==> config.mk <==
export PLATFORM = sky130hd
export DESIGN_NAME = if_prefetch
export DESIGN_NICKNAME = d
export VERILOG_FILES = /design/src/rtl/if_prefetch_pkg.sv /design/src/rtl/if_prefetch_fifo.sv /design/src/rtl/if_prefetch.sv
export SDC_FILE = /design/constraint.sdc
export NUM_CORES = 1
export LEC_CHECK = 0
export ABC_CLOCK_PERIOD_IN_PS = 2300
export CAP_MARGIN = 25
export CORE_MARGIN = 1.5
export CORE_UTILIZATION = 53
export DETAILED_ROUTE_END_ITERATION = 8
export DONT_BUFFER_PORTS = 1
export GPL_TIMING_DRIVEN = 1
export PLACE_DENSITY = 0.68
export REMOVE_ABC_BUFFERS = 1
export SLEW_MARGIN = 20
export SYNTH_ARGS = -nofsm -noshare
export SYNTH_HDL_FRONTEND = slang
export SYNTH_SLANG_ARGS = --single-unit
==> constraint.sdc <==
create_clock -name i_clk -period 2.3 [get_ports i_clk]
set_input_delay 0.46 -clock i_clk [delete_from_list [all_inputs] [get_ports i_clk]]
set_output_delay 0.46 -clock i_clk [all_outputs]
set_load 0.02 [all_outputs]
==> src/rtl/if_prefetch_pkg.sv <==
// Shared core constants and types for the instruction-fetch prefetcher.
// Holds the reset fetch address, the default buffer depth and the buffer entry layout.
package if_prefetch_pkg;

    localparam logic [31:0] PF_RESET_PC = 32'h0000_0000;
    localparam int          PF_DEPTH    = 4;

    // One buffered fetch: instruction word plus the address it was fetched from.
    typedef struct packed {
        logic [31:0] instr;
        logic [31:0] addr;
    } pf_entry_t;

    function automatic logic [31:0] word_align(input logic [31:0] addr);
        return {addr[31:2], 2'b00};
    endfunction

endpackage

==> src/rtl/if_prefetch_fifo.sv <==
// Instruction buffer for the prefetcher: DEPTH x 64-bit circular FIFO.
// Supports push, pop and flush, and exposes its occupancy count.
module prefetch_fifo
    import if_prefetch_pkg::*;
#(
    parameter int DEPTH = PF_DEPTH
) (
    input  logic                     clk,
    input  logic                     rst_n,
    input  logic                     flush,
    input  logic                     push,
    input  pf_entry_t                push_entry,
    input  logic                     pop,
    output pf_entry_t                head,
    output logic [$clog2(DEPTH):0]   count
);

    localparam int              AW   = $clog2(DEPTH);
    localparam int              CW   = AW + 1;
    localparam logic [CW-1:0]   FULL = CW'(DEPTH);

    pf_entry_t     mem [DEPTH];
    logic [AW-1:0] rd_ptr;
    logic [AW-1:0] wr_ptr;

    // NOTE: the storage array is reset on purpose: the head entry drives the
    // module outputs directly and has to read as zero straight out of reset.
    always_ff @(posedge clk or negedge rst_n) begin
        if (!rst_n) begin
            for (int i = 0; i < DEPTH; i++) begin
                mem[i] <= '0;
            end
        end else if (push && !flush) begin
            mem[wr_ptr] <= push_entry;
        end
    end

    // NOTE: sequential state uses non-blocking assignments so every register
    // samples the pre-edge values, independent of statement order.
    always_ff @(posedge clk or negedge rst_n) begin
        if (!rst_n) begin
            rd_ptr <= '0;
            wr_ptr <= '0;
            count  <= '0;
        end else if (flush) begin
            rd_ptr <= '0;
            wr_ptr <= '0;
            count  <= '0;
        end else begin
            if (push) begin
                wr_ptr <= wr_ptr + AW'(1);
            end
            if (pop) begin
                rd_ptr <= rd_ptr + AW'(1);
            end
            case ({push, pop})
                2'b10:   count <= count + CW'(1);
                2'b01:   count <= count - CW'(1);
                default: count <= count;
            endcase
        end
    end

    assign head = mem[rd_ptr];

    a_no_pop_when_empty : assert property (
        @(posedge clk) disable iff (!rst_n) !(pop && !flush && count == '0));

    a_no_push_when_full : assert property (
        @(posedge clk) disable iff (!rst_n) !(push && !flush && count == FULL));

endmodule

==> src/rtl/if_prefetch.sv <==
// Instruction prefetcher: issues sequential word fetches, buffers the responses and
// presents them in order to the IF stage; a redirect flushes and refetches.
module if_prefetch
    import if_prefetch_pkg::*;
#(
    parameter logic [31:0] RESET_PC = PF_RESET_PC,
    parameter int          DEPTH    = PF_DEPTH
) (
    input  logic        i_clk,
    input  logic        i_reset_n,
    output logic        o_mem_req,
    output logic [31:0] o_mem_instrAddr,
    input  logic        i_mem_gnt,
    input  logic        i_mem_rvalid,
    input  logic [31:0] i_mem_instr,
    output logic        o_valid,
    output logic [31:0] o_instruction,
    output logic [31:0] o_instrAddr,
    input  logic        i_ready,
    input  logic        i_redirect,
    input  logic [31:0] i_redirectAddr
);

    localparam int            CW        = $clog2(DEPTH) + 1;
    localparam logic [CW:0]   DEPTH_LIM = (CW + 1)'(DEPTH);

    logic [31:0]   fetch_pc;
    logic [31:0]   inflight_addr;
    logic          inflight;
    logic [CW-1:0] count;
    logic [CW:0]   occupancy;
    logic          grant;
    logic          push;
    logic          pop;
    pf_entry_t     head;
    pf_entry_t     push_entry;

    // The outstanding fetch reserves a slot, so a full buffer can never be overrun.
    assign occupancy = {1'b0, count} + {{CW{1'b0}}, inflight};
    assign o_mem_req = i_reset_n && !i_redirect && (occupancy < DEPTH_LIM);
    assign grant     = o_mem_req && i_mem_gnt;

    assign push       = i_mem_rvalid && inflight && !i_redirect;
    assign pop        = o_valid && i_ready && !i_redirect;
    assign push_entry = '{instr: i_mem_instr, addr: inflight_addr};

    always_ff @(posedge i_clk or negedge i_reset_n) begin
        if (!i_reset_n) begin
            fetch_pc      <= word_align(RESET_PC);
            inflight      <= 1'b0;
            inflight_addr <= '0;
        end else if (i_redirect) begin
            fetch_pc <= word_align(i_redirectAddr);
            inflight <= 1'b0;
        end else begin
            inflight <= grant;
            if (grant) begin
                fetch_pc      <= fetch_pc + 32'd4;
                inflight_addr <= fetch_pc;
            end
        end
    end

    prefetch_fifo #(
        .DEPTH (DEPTH)
    ) u_fifo (
        .clk        (i_clk),
        .rst_n      (i_reset_n),
        .flush      (i_redirect),
        .push       (push),
        .push_entry (push_entry),
        .pop        (pop),
        .head       (head),
        .count      (count)
    );

    assign o_mem_instrAddr = fetch_pc;
    assign o_valid         = (count != '0);
    assign o_instruction   = head.instr;
    assign o_instrAddr     = head.addr;

endmodule

==> out/results.txt <==
The flow ran to the end, but the final reports show violations. The checks that failed: hold timing, setup timing. Max-cap violations in this run came to 0. The period utilization is 1.02. The mean routed wirelength per cell is 21.3 um, and the minimum clock period is 2.34 ns.

The logs give 0 for the final number of max-transition violations and 14700 um2 for the cell area after placement. At the end of routability-driven placement, the weighted congestion stood at 0.805. Summing all multi-input logic gate instances after layout gives 5820 um2.

The combinational share of power is 0.230. The via count was 8180. The finished cells cover 16000 um2. The number of buffers inserted by hold repair at cts was 1; the register share of total power was 0.421. The area share of the leading cell type in the synthesized netlist is 0.567, and the compound-cell area share of the yosys netlist is 0.0255. Highest achievable clock rate: 427 MHz. For the number of global-route vias before repair, the log shows 8563. After synthesis, the largest family of logic cells by area is multiplexers.

The simple-gate share of the synthesized area was 0.0706; the reported net switching power was 4.71 mW. By count the netlist is led by dfrtp_1 (316), mux2_2 (248), nand2_1 (131). The first TritonRoute pass finished after 4 iterations. The setup path with the least slack is of type reg -> out.

The worst-case IR drop observed on VDD is 0.774 mV. The routed design has 29.4 mm of wire. After detailed routing, the number of remaining DRC violations is 0. The share of flip-flops with an asynchronous set or reset after synthesis was 1.00; the adder-cell share of the synthesized area was 0.00592. 168 I/O pins were placed. For the row count, the log shows 59.

The number of levels the H-tree was split into was 2; the final antenna diode count was 0. The tools report the overall track demand over capacity in global routing as 0.223. The part of the power in the clock network came out at 0.349. Average cell area after synthesis: 14.2 um2.

For the synthesized area, the log shows 14000 um2. At the end of the flow, the number of nets in the layout was 1099. In this run, synthesis inferred 0 flip-flops with an integrated enable. The tools report the source of the critical timing path as u_fifo.rd_ptr[0]$_DFFE_PN0P_.

The number of clock buffers added by TritonCTS is 35. The tools report the number of different library cells in the post-synthesis netlist as 47. TritonCTS built the clock tree.

The worst slack on hold paths was -0.346 ns; the warning count from the yosys run was 0. The highest fanout seen on the critical path was 13. The initial cell density of the core is 0.538, and the buffer depth of the longest clock path is 3. Setup repair after global routing could not meet its margin everywhere.

STA classifies the critical path startpoint as a flop. The fraction of layout instances using a drive strength above 1 is 0.415, and the final setup violation count is 43. STA puts the critical path data arrival time at 1.88 ns.

The count of buffers inserted at the top-level ports is 0, and the maximum number of pins on one net before global-route repair is 318. The initial antenna violation count was 0; the switching share of power was 0.288. Worst slew margin relative to its limit: 0.325. STA puts the critical path data required time at 1.84 ns. After legalization and detailed placement, the total HPWL measured 17.9 mm. The growth of design area from synthesis to finish works out to 15.0%. The worst min-delay path category was in -> async.

In this run the static leakage power is 7.69 nW. Sorting the synthesized cells by area gives the leading types as dfrtp_1 (57%), mux2_2 (20%), mux4_2 (10%). Final count of hold timing violations: 316. The largest area contributor in the synthesized netlist was dfrtp_1.

The flip-flop and latch count after synthesis works out to 316. The worst setup path is captured at an output port. The floorplan step defined a core boundary enclosing 25900 um2. By instance count, the leading cell after synthesis is dfrtp_1. Post-synthesis mux area share: 0.302. The xor/xnor cell area share of the yosys netlist works out to 0.00879.

Clock skew on the completed layout was measured at 0.0171 ns. The ratio of total power to cell area works out to 1020 nW/um2. The tools report the post-synthesis sequential area ratio as 0.567. In this run the vertical extent of the chip is 165 um. The post-route core utilization was 0.619; the final antenna-violating net count was 0. The tools report the number of instances in the synthesized netlist as 981.

The die covers 27300 um2. The die is 165 um wide. After clock tree synthesis, the clock-pin slew on the worst setup and hold paths is 0.06 ns. The internal power consumption is 11.7 mW, and the slack of the critical path is -0.0415 ns. Global routing finished with a remaining overflow of 0.

In this run the critical register-to-register path is launched from o_mem_instrAddr[6]$_DFFE_PN0P_. In the synthesized netlist the dominant register cell turns out to be dfrtp_1. Counting the fill cells in the layout gives 2004. Overall power consumption after layout is estimated at 16.4 mW. The via count normalized by instance count works out to 5.93.

The tree built by TritonCTS fans out to 316 sinks. The insertion delay to the later sink of the worst-skew pair was 0.51 ns; the register area was 7920 um2. The first global-routing pass estimated 47.1 mm of wire. For the pin with the worst max-slew slack, the measured transition is 1.01 ns. The tree is rooted in a clkbuf_16. The detailed router finished its first iteration with 370 violations.
[cells in the final DEF (no fill, tap or decap), drive strengths merged, types with 2 or more instances in the layout]
| cell type | n |
|---|---|
| conb | 4 |
| a21oi | 4 |
| clkbuf | 53 |
| nand2b | 2 |
| bufinv | 4 |
| inv | 6 |
| nor3b | 2 |
| xor2 | 5 |
| and4 | 4 |
| clkinv | 2 |
| xnor2 | 9 |
| nor3 | 7 |
| a32oi | 2 |
| or3 | 5 |
| mux2 | 248 |
| o311ai | 10 |
| mux2i | 3 |
| nor2 | 16 |
| a31oi | 4 |
| buf | 61 |
| ha | 5 |
| nand3 | 20 |
| o211ai | 5 |
| a221o | 3 |
| o21ai | 20 |
| mux4 | 62 |
| nor4 | 4 |
| a21o | 2 |
| or4 | 3 |
| dfrtp | 316 |
| and3 | 5 |
| nand4 | 10 |
| nand2 | 131 |
[cell families (layout without fill, tap and decap cells)]
group	count (synthesis)	count (layout)
other	1	4
flip-flops	316	316
XOR/XNOR	14	14
buffers and inverters	66	127
AO/OA/AOI/OAI	53	53
adder cells (fa/ha/maj)	6	6
AND/OR/NAND/NOR	212	212
multiplexers	313	313
[layer usage]
| layer | vias up | wire, um | track usage |
|---|---|---|---|
| met5 | - | 0 | 0 |
| met4 | 0 | 598 | 0.0631 |
| met2 | 223 | 13600 | 0.348 |
| li1 | 3661 | - | - |
| met3 | 50 | 2400 | 0.0652 |
| met1 | 4246 | 12800 | 0.304 |
[worst max-delay path, cell delays in order, from the launching register on]
cell and delay [ns]:
dfrtp_4 0.44, buf_12 0.14, buf_16 0.17, mux4_2 0.61
[registers in the layout, summed over array words and instances, names as in the netlist]
register and count:
inflight 1, inflight_addr 30, o_mem_instrAddr 30, u_fifo.count 3
u_fifo.mem 248, u_fifo.rd_ptr 2, u_fifo.wr_ptr 2
[power groups by stage]
stage,logic [mW],registers (mW),clock network (mW)
3_5_place_dp,3.57,7.05,0
4_1_cts,3.81,6.89,5.86
6_report,3.77,6.89,5.71
2_1_floorplan,2.59,7.09,0
5_1_grt,4.05,7.02,6.10
3_3_place_gp,3.52,7.02,0
[path summary, 6_finish.rpt]
check | end | cells past startpoint | slack, ns
max | o_instruction[6] | 3 | -0.04
min | u_fifo.mem[110]$_DFFE_PN0P_ | 0 | -0.35
max reg2reg | o_mem_instrAddr[28]$_DFFE_PN0P_ | 5 | 0.11
min reg2reg | u_fifo.mem[87]$_DFFE_PN0P_ | 1 | 0.50
max in group asynchronous | u_fifo.rd_ptr[1]$_DFFE_PN0P_ | 0 | 1.70
min in group i_clk | u_fifo.wr_ptr[0]$_DFFE_PN0P_ | 1 | 0.03
[metrics by stage]
| step | TNS, ns | setup WS, ns | hold WS, ns | instances |
|---|---|---|---|---|
| detailed placement | 0 | 0.0704 | 0.170 | 1313 |
| global placement | 0 | 0.148 | 0.170 | 1313 |
| finish | -0.970 | -0.0415 | -0.346 | 1380 |
| global route | -4.60 | -0.115 | -0.371 | 1380 |
| floorplan | -191.39 | -1.41 | 0.164 | 924 |
| CTS | -2.04 | -0.0717 | -0.370 | 1380 |
[what timing repair did]
action / in CTS / in global routing
buffers inserted: 6 / 0
endpoints found under the hold margin: 318 / 316
resized for setup: 7 / 2
cloned: 1 / 0
endpoints found under the setup margin: 62 / 63
[layout make-up]
| cell class | count | share of cell area |
|---|---|---|
| Multi-Input combinational cell | 602 | 0.363 |
| Sequential cell | 316 | 0.493 |
| Inverter | 6 | 0.00140 |
| Clock inverter | 6 | 0.00811 |
| Tap cell | 335 | 0.0261 |
| Timing Repair Buffer | 62 | 0.0430 |
| Clock buffer | 53 | 0.0652 |
Note: power is estimated with default switching activity, not from simulation.
